`config.mk`:
```
export PLATFORM = sky130hd
export DESIGN_NAME = lm32_dtlb_refill
export DESIGN_NICKNAME = d
export VERILOG_FILES = /design/src/rtl/lm32_dtlb_refill.sv
export SDC_FILE = /design/constraint.sdc
export NUM_CORES = 1
export LEC_CHECK = 0
export CORE_MARGIN = 2
export CORE_UTILIZATION = 51
export DETAILED_ROUTE_END_ITERATION = 7
export GPL_ROUTABILITY_DRIVEN = 0
export PLACE_DENSITY = 0.95
export SLEW_MARGIN = 20
export SYNTH_ARGS = -nofsm -noshare
export SYNTH_HDL_FRONTEND = slang
export SYNTH_SLANG_ARGS = --single-unit
```
`constraint.sdc`:
```
create_clock -name clk_i -period 3.7 [get_ports clk_i]
set_input_delay 0.925 -clock clk_i [delete_from_list [all_inputs] [get_ports clk_i]]
set_output_delay 0.925 -clock clk_i [all_outputs]
set_load 0.005 [all_outputs]
```
`src/rtl/lm32_dtlb_refill.sv`:
```
// Purpose : hardware DTLB refill walker; two-level page-table walk over a Wishbone
//           read master, then loads the entry via TLB_VADDRESS/TLB_PADDRESS CSR writes.
// Latency : zero-wait bus, miss to done = 6 cycles (5 on a superpage leaf).
// Backpressure: each Wishbone read is held until ack/err; a miss is accepted in IDLE only.
//
// Ports
//   clk_i, rst_i (async, active-low)
//   enable, miss, miss_address, ptbr           : walk request side
//   d_adr_o, d_cyc_o, d_stb_o, d_we_o, d_sel_o,
//   d_dat_i, d_ack_i, d_err_i                  : Wishbone read master
//   csr, csr_write_data, csr_write_enable      : DTLB update CSR initiator
//   busy, done, fault, fault_address           : status to the core
//
// Build option: define LM32_DTLB_REFILL_SUPERPAGE_EN to treat a valid L1 PTE with
// bit1 set as a 4 MiB leaf (no L2 read). Without it bit1 is ignored.

module lm32_dtlb_refill #(
    parameter int page_bits = 12,
    parameter int l1_bits   = 10
) (
    input  logic        clk_i,
    input  logic        rst_i,
    input  logic        enable,
    input  logic        miss,
    input  logic [31:0] miss_address,
    input  logic [31:0] ptbr,
    output logic [31:0] d_adr_o,
    output logic        d_cyc_o,
    output logic        d_stb_o,
    output logic        d_we_o,
    output logic [3:0]  d_sel_o,
    input  logic [31:0] d_dat_i,
    input  logic        d_ack_i,
    input  logic        d_err_i,
    output logic [4:0]  csr,
    output logic [31:0] csr_write_data,
    output logic        csr_write_enable,
    output logic        busy,
    output logic        done,
    output logic        fault,
    output logic [31:0] fault_address
);

    // CSR indices of the TLB update registers.
    localparam logic [4:0] CSR_TLB_VADDRESS = 5'h11;
    localparam logic [4:0] CSR_TLB_PADDRESS = 5'h12;

    // Width of the L2 index field, vaddr[31-l1_bits:page_bits].
    localparam int L2_BITS  = 32 - l1_bits - page_bits;
    localparam int PFN_BITS = 32 - page_bits;

`ifdef LM32_DTLB_REFILL_SUPERPAGE_EN
    localparam bit SUPERPAGE = 1'b1;
`else
    localparam bit SUPERPAGE = 1'b0;
`endif

    typedef enum logic [2:0] {
        S_IDLE,
        S_L1,
        S_L2,
        S_WR_V,
        S_WR_P,
        S_FLT
    } state_t;

    state_t              state;
    logic [31:0]         va;
    logic [PFN_BITS-1:0] pfn;

    // PTE decode of the word currently on the bus.
    logic pte_valid;
    logic pte_leaf;
    logic bus_fail;
    assign pte_valid = d_dat_i[0];
    assign pte_leaf  = SUPERPAGE && d_dat_i[1];
    // A bus error always wins over a simultaneous ack.
    assign bus_fail  = d_err_i || (d_ack_i && !pte_valid);

    // Read-only master: strobe mirrors cycle, full-word select, never writes.
    assign d_stb_o = d_cyc_o;
    assign d_we_o  = 1'b0;
    assign d_sel_o = 4'hF;

    // Low ptbr bits and PTE flag/reserved bits carry no information for the walk.
    logic unused_ok;
    assign unused_ok = ^{ptbr[l1_bits+1:0], d_dat_i};

    always_ff @(posedge clk_i or negedge rst_i) begin
        if (!rst_i) begin
            state            <= S_IDLE;
            va               <= '0;
            pfn              <= '0;
            d_adr_o          <= '0;
            d_cyc_o          <= 1'b0;
            csr              <= '0;
            csr_write_data   <= '0;
            csr_write_enable <= 1'b0;
            busy             <= 1'b0;
            done             <= 1'b0;
            fault            <= 1'b0;
            fault_address    <= '0;
        end else begin
            // Strobes are single-cycle unless re-asserted below.
            csr_write_enable <= 1'b0;
            done             <= 1'b0;
            fault            <= 1'b0;

            case (state)
                S_IDLE: begin
                    if (enable && miss) begin
                        va    <= miss_address;
                        busy  <= 1'b1;
                        state <= S_L1;
                    end
                end

                S_L1: begin
                    if (!d_cyc_o) begin
                        // First cycle in L1: launch the L1 descriptor read.
                        d_cyc_o <= 1'b1;
                        d_adr_o <= {ptbr[31:l1_bits+2], va[31 -: l1_bits], 2'b00};
                    end else if (bus_fail) begin
                        d_cyc_o <= 1'b0;
                        state   <= S_FLT;
                    end else if (d_ack_i) begin
                        if (pte_leaf) begin
                            // Superpage: frame bits above the L1 index come from the
                            // PTE, the L2 index bits pass straight through from va.
                            d_cyc_o          <= 1'b0;
                            pfn              <= {d_dat_i[31 -: l1_bits], va[page_bits +: L2_BITS]};
                            csr              <= CSR_TLB_VADDRESS;
                            csr_write_data   <= {va[31:page_bits], {(page_bits-1){1'b0}}, 1'b1};
                            csr_write_enable <= 1'b1;
                            state            <= S_WR_V;
                        end else begin
                            // Keep the cycle open and chain straight into the L2 read.
                            d_adr_o <= {d_dat_i[31:L2_BITS+2], va[page_bits +: L2_BITS], 2'b00};
                            state   <= S_L2;
                        end
                    end
                end

                S_L2: begin
                    if (bus_fail) begin
                        d_cyc_o <= 1'b0;
                        state   <= S_FLT;
                    end else if (d_ack_i) begin
                        d_cyc_o          <= 1'b0;
                        pfn              <= d_dat_i[31:page_bits];
                        csr              <= CSR_TLB_VADDRESS;
                        csr_write_data   <= {va[31:page_bits], {(page_bits-1){1'b0}}, 1'b1};
                        csr_write_enable <= 1'b1;
                        state            <= S_WR_V;
                    end
                end

                S_WR_V: begin
                    // VADDRESS write is on the bus this cycle; queue PADDRESS next.
                    csr              <= CSR_TLB_PADDRESS;
                    csr_write_data   <= {pfn, {(page_bits-1){1'b0}}, 1'b1};
                    csr_write_enable <= 1'b1;
                    state            <= S_WR_P;
                end

                S_WR_P: begin
                    // done and the busy drop land on the first IDLE cycle.
                    done  <= 1'b1;
                    busy  <= 1'b0;
                    state <= S_IDLE;
                end

                S_FLT: begin
                    fault         <= 1'b1;
                    fault_address <= va;
                    busy          <= 1'b0;
                    state         <= S_IDLE;
                end

                default: begin
                    d_cyc_o <= 1'b0;
                    busy    <= 1'b0;
                    state   <= S_IDLE;
                end
            endcase
        end
    end

endmodule
```
==> flow_summary.yaml, run 1 <==
logic_synthesis:
  synth_cell_types: 37
  synth.top_cell.area_share_pct: 52.9
  synth_top_area_cell: "dfrtp_1"
  synth_edf_count: 0
  async_reset_ff_share_pct: 100
  synth_top_cells_by_count: "145 x dfrtp_1, 75 x mux2_2, 56 x a21oi_1"
  syn_inst: 545
  yosysSeqAreaShare_pct: 52.9
  syn_area_um2: 6860
  syn_avg_cell_area_um2: 12.6
  synth-seq-cells: 145
  synth_ff_type: "dfrtp_1"
  synth_area_leaders: "dfrtp_1 53%, mux2_2 12%, mux2i_1 7.3%, o22ai_1 4.6%, a21oi_1 4.1%"
  synth.most_common_cell: "dfrtp_1"
  yosysWarnings: 0
layout:
  fin_nets: 795
  num_antenna_cells: 0
  instances_no_fill: 882
  seqCellArea_um2: 3630
  fin_util_pct: 69.5
  syn_to_final_growth_pct: 33.5
  nFillCells: 913
  drive_gt1_share_pct: 22.1
  multi_input_area_um2: 2880
routing:
  final_antenna_net_count: 0
  vias: 5098
  drc: 0
  via_per_inst: 5.78
  drtPass1Iterations: 4
  drt-total-wl_um: 18300
  avgRoutedWirePerCell_um: 20.7
  first_iter_violations: 339
critical_path:
  crit_path_max_fanout: 26
  crit_arrival_ns: 2.89
  path_class: "reg -> reg"
  crit_required_ns: 4.04
  reg2reg_from: "state[0]$_DFFE_PN0P_"
  worstSetupStartpoint: "state[0]$_DFFE_PN0P_"
  cp-end-kind: "register"
  critPathLaunchType: "register"
sta:
  fmax_ghz: 0.392
  tightest_slew_ns: 0.993
  setup_ws_ns: 1.15
  tns_ns: 0
  maxSlewHeadroom_pct: 33.6
  period_share_pct: 69.0
  rsz0062_at_grt: "no"
  setup_viol: 0
  period_minus_slack_ns: 2.55
  drv_slew: 0
  fin_skew_ns: 0.0107
  final-hold-violation-count: 0
floorplan:
  die-area_um2: 14400
  start_util_pct: 52.0
  num_rows: 42
  die_h_um: 120
  core_um2: 13200
  io_pins: 214
  fp.dieW_um: 120
global_route:
  grt_pass1_wl_um: 28800
  grt_pass1_vias: 5234
  antenna_found_initial: 0
  grtUsageTotal_pct: 26.0
  grt_overflow: 0
  grt_max_degree: 82
clock_network:
  cts_buffer_depth: 2
  cts_hold_buffers: 0
  cts_resized: 0
  clkTransAtPathRegs_ns: 0.06
  numCtsBuffers: 17
  root_buffer: "clkbuf_16"
  clk_latency_ns: 0.43
  htreeDepth: 4
  cts_setup_buffers: 0
  cts.sink_count: 145
  cts_tree: "built"
placement:
  placed_cells: 850
  dp_slack_ns: 0.994
  numPortBuffers: 170
  dpl.hpwl_um: 12200
power_and_ir_drop:
  power_density_nw_per_um2: 810
  ir_worst_vdd_v: 0.000424
  leakage_nw: 3.78
run_status:
  run_status: "completed"
worst_hold_path:
  hp-class: "reg -> reg"
  hold_start: "busy$_DFFE_PN0P_"
job:
  max_cap_violations: 0
[routing by layer]
layer / GRT usage, % / share of wire (%)
met2: 43.7 / 51
met3: 6.89 / 6.4
met4: 8.97 / 2.0
met1: 32.7 / 40
met5: 0 / 0
[area by class of cell]
type	instances	area share [%]
Clock buffer	22	5.18
Clock inverter	10	1.45
Inverter	4	0.164
Multi-Input combinational cell	344	31.4
Sequential cell	145	39.6
Tap cell	176	2.40
Timing Repair Buffer	181	19.8
[worst max-delay path, cell delays in order (launching register included)]
cell	delay, ns
dfrtp_1	0.77
buf_4	0.38
nor3b_4	0.57
buf_4	0.39
o22ai_1	0.12
a21oi_1	0.20
[registers in the layout, indices dropped and copies added, names as in the netlist]
name              cells
state                 3
fault_address        32
busy                  1
done                  1
csr                   2
pfn                  20
va                   32
d_adr_o              30
d_cyc_o               1
csr_write_enable      1
fault                 1
csr_write_data       21
[cells in the final DEF (no fill, tap or decap), types with 2 or more instances in the layout]
master             n
a21oi_1           56
clkdlybuf4s50_1  169
buf_12             2
clkbuf_1           2
nand3b_1           3
clkinvlp_4         3
clkinv_2           4
o21ai_0            3
nand2b_1           2
dfrtp_1          144
nor2b_1            4
o22ai_1           50
clkbuf_8           3
inv_1              4
mux2_4             9
o21bai_1           2
or4b_2             4
or3b_2            20
mux2_2            75
buf_4              9
conb_1            20
clkbuf_16         17
nand2_1            3
mux2i_1           50
bufinv_16          3
or4b_1            27
[report_power, final]
part           leakage (nW)  switching [mW]  internal (mW)
clock network         0.292           0.648           1.11
registers              1.84           0.582           2.25
logic                  1.65            1.15           1.67
[metrics by stage]
step	power, mW	hold WS [ns]	area [um^2]
3_5_place_dp	5.66	0.486	8550
5_1_grt	7.80	0.514	9160
6_report	7.42	0.492	9160
3_3_place_gp	5.47	0.473	8550
2_1_floorplan	4.26	0.477	6930
4_1_cts	7.44	0.499	9160
[cells by family (layout without fill, tap and decap cells)]
logic type             after synthesis  after routing  synth area share (%)
flip-flops                         145            145                  52.9
other                                2             20                 0.109
AO/OA/AOI/OAI                      118            118                  9.86
buffers and inverters               74            217                  6.34
multiplexers                       134            134                  21.6
AND/OR/NAND/NOR                     72             72                  9.24
[path summary, 6_finish.rpt]
check | to | slack (ns) | cells after the start
worst max-delay path | d_adr_o[31]$_DFFE_PN0P_ | 1.15 | 5
worst min-delay path | busy$_DFFE_PN0P_ | 0.49 | 1
worst max register to register | d_adr_o[31]$_DFFE_PN0P_ | 1.15 | 5
worst min register to register | busy$_DFFE_PN0P_ | 0.49 | 1
max in group asynchronous | fault_address[23]$_DFFE_PN0N_ | 2.31 | 2
min in group asynchronous | csr_write_data[17]$_DFFE_PN0P_ | 0.55 | 1
Power figures use the tool's default switching activity.
==> run 2: changes to the inputs <==
CORE_UTILIZATION = 47   (was 51)
PLACE_DENSITY = 0.91   (was 0.95)
clock period = 2.6 ns   (was 3.7 ns; I/O delays follow)
==> run 2 against run 1 <==
Against the previous run: die area grew 8.2%; register-to-register slack lost 0.69 ns; clock skew shrank 0.0036 ns; wire length shrank 3.8%; total power grew 43%; largest cell class unchanged; highest routed layer unchanged.
==> flow_summary.yaml, run 2 (synthesis gave the netlist of run 1 again) <==
placement:
  dp_slack_ns: 0.163
  dpl.hpwl_um: 12100
  placed_cells: 865
  placed_cell_area_um2: 8670
  numPortBuffers: 170
routing:
  drtPass1Iterations: 5
  final_antenna_net_count: 0
  drt-total-wl_um: 17600
  drc: 0
  vias: 5078
  first_iter_violations: 248
  via_per_inst: 5.67
  avgRoutedWirePerCell_um: 19.6
sta:
  timing.hold.ws_ns: 0.281
  setup_ws_ns: 0.460
  rsz0062_at_grt: "no"
  final-hold-violation-count: 0
  tightest_slew_ns: 0.839
  fin_skew_ns: 0.00710
  tns_ns: 0
  setup_viol: 0
  drv_slew: 0
  period_minus_slack_ns: 2.14
  maxSlewHeadroom_pct: 44.1
  fmax_ghz: 0.467
  period_share_pct: 82.3
floorplan:
  core_um2: 14400
  io_pins: 214
  die_h_um: 125
  fp.dieW_um: 125
  die-area_um2: 15600
  start_util_pct: 47.6
  num_rows: 44
layout:
  nFillCells: 1054
  final_area_um2: 9270
  mostFrequentLayoutCells: "169 x clkdlybuf4s50_1, 144 x dfrtp_1, 75 x mux2_2"
  fin_nets: 802
  drive_gt1_share_pct: 22.4
  fin_util_pct: 64.3
  reg_top3: "fault_address (32), va (32), d_adr_o (30)"
  syn_to_final_growth_pct: 35.1
  num_antenna_cells: 0
  final_common_cell: "clkdlybuf4s50_1"
  instances_no_fill: 895
clock_network:
  numCtsBuffers: 17
  cts_resized: 0
  cts_buffer_depth: 2
  cts_setup_buffers: 0
  clkTransAtPathRegs_ns: 0.06
  root_buffer: "clkbuf_16"
  cts_hold_buffers: 0
  clk_latency_ns: 0.42
  htreeDepth: 4
  cts_tree: "built"
  cts.sink_count: 145
critical_path:
  rrSetupSlack_ns: 0.46
  ff2ff_path_depth: 4
  crit_arrival_ns: 2.42
  crit_path_max_fanout: 48
  path_class: "reg -> reg"
  critPathLaunchType: "register"
  cp-end-kind: "register"
  r2r_end: "csr_write_data[17]$_DFFE_PN0P_"
  crit_required_ns: 2.88
  reg2reg_from: "state[1]$_DFFE_PN0P_"
power_and_ir_drop:
  power_density_nw_per_um2: 1140
  leakage_nw: 3.83
  ir_worst_vdd_v: 0.000554
  finalPower_mw: 10.6
global_route:
  grt_pass1_vias: 5193
  grt_max_degree: 146
  grtUsageTotal_pct: 23.2
  grt_overflow: 0
  antenna_found_initial: 0
  grt_pass1_wl_um: 28600
run_status:
  run_status: "completed"
job:
  max_cap_violations: 0
worst_hold_path:
  hp-class: "in -> async"
run 2: changes by cell type in the layout (fill, tap and decap cells not counted), moves of 2 or more:
cell,change
buf_12,+4
clkbuf_8,+2
buf_4,+3
clkinvlp_4,-3
clkinv_2,-2
run 2: how the worst max path moves through the flow:
stage	from	slack (ns)	endpoint	cells after the start
finish	state[1]$_DFFE_PN0P_	0.46	csr_write_data[17]$_DFFE_PN0P_	4
global route	state[1]$_DFFE_PN0P_	0.34	csr_write_data[17]$_DFFE_PN0P_	3
CTS	state[1]$_DFFE_PN0P_	0.50	csr_write_data[17]$_DFFE_PN0P_	4
detailed placement	d_err_i	0.16	pfn[2]$_DFFE_PN0P_	5
global placement	d_err_i	0.23	pfn[3]$_DFFE_PN0P_	5
floorplan	d_err_i	0.89	pfn[0]$_DFFE_PN0P_	4
run 2: cell type report:
cell class,count,area (um^2),share of cell area [%]
flip-flops and latches,145,3630,39.1
inverters,4,15.0,0.162
well taps,184,230,2.48
clock inverters,5,100,1.08
multi-input cells,344,2880,31.0
clock buffers,25,505,5.45
repair buffers,188,1910,20.6
run 2: worst max-delay path: stages (launching register included):
cell and delay, ns:
dfrtp_2 0.89, buf_4 0.32, or3b_2 0.48, mux2i_1 0.19, a21oi_1 0.11
run 2: routing by layer:
| metal | track usage (%) | routed length, um | vias to the layer above |
|---|---|---|---|
| li1 | - | - | 2306 |
| met1 | 30.9 | 7450 | 2549 |
| met2 | 37.8 | 8780 | 194 |
| met3 | 5.33 | 1020 | 29 |
| met4 | 7.78 | 318 | 0 |
| met5 | 0 | 0 | - |
run 2: where the power goes:
| group | internal (mW) | switching [mW] | leakage [nW] |
|---|---|---|---|
| sequential | 3.21 | 0.783 | 1.84 |
| clock | 1.62 | 0.881 | 0.299 |
| combinational | 2.44 | 1.65 | 1.69 |
| total | 7.28 | 3.32 | 3.83 |
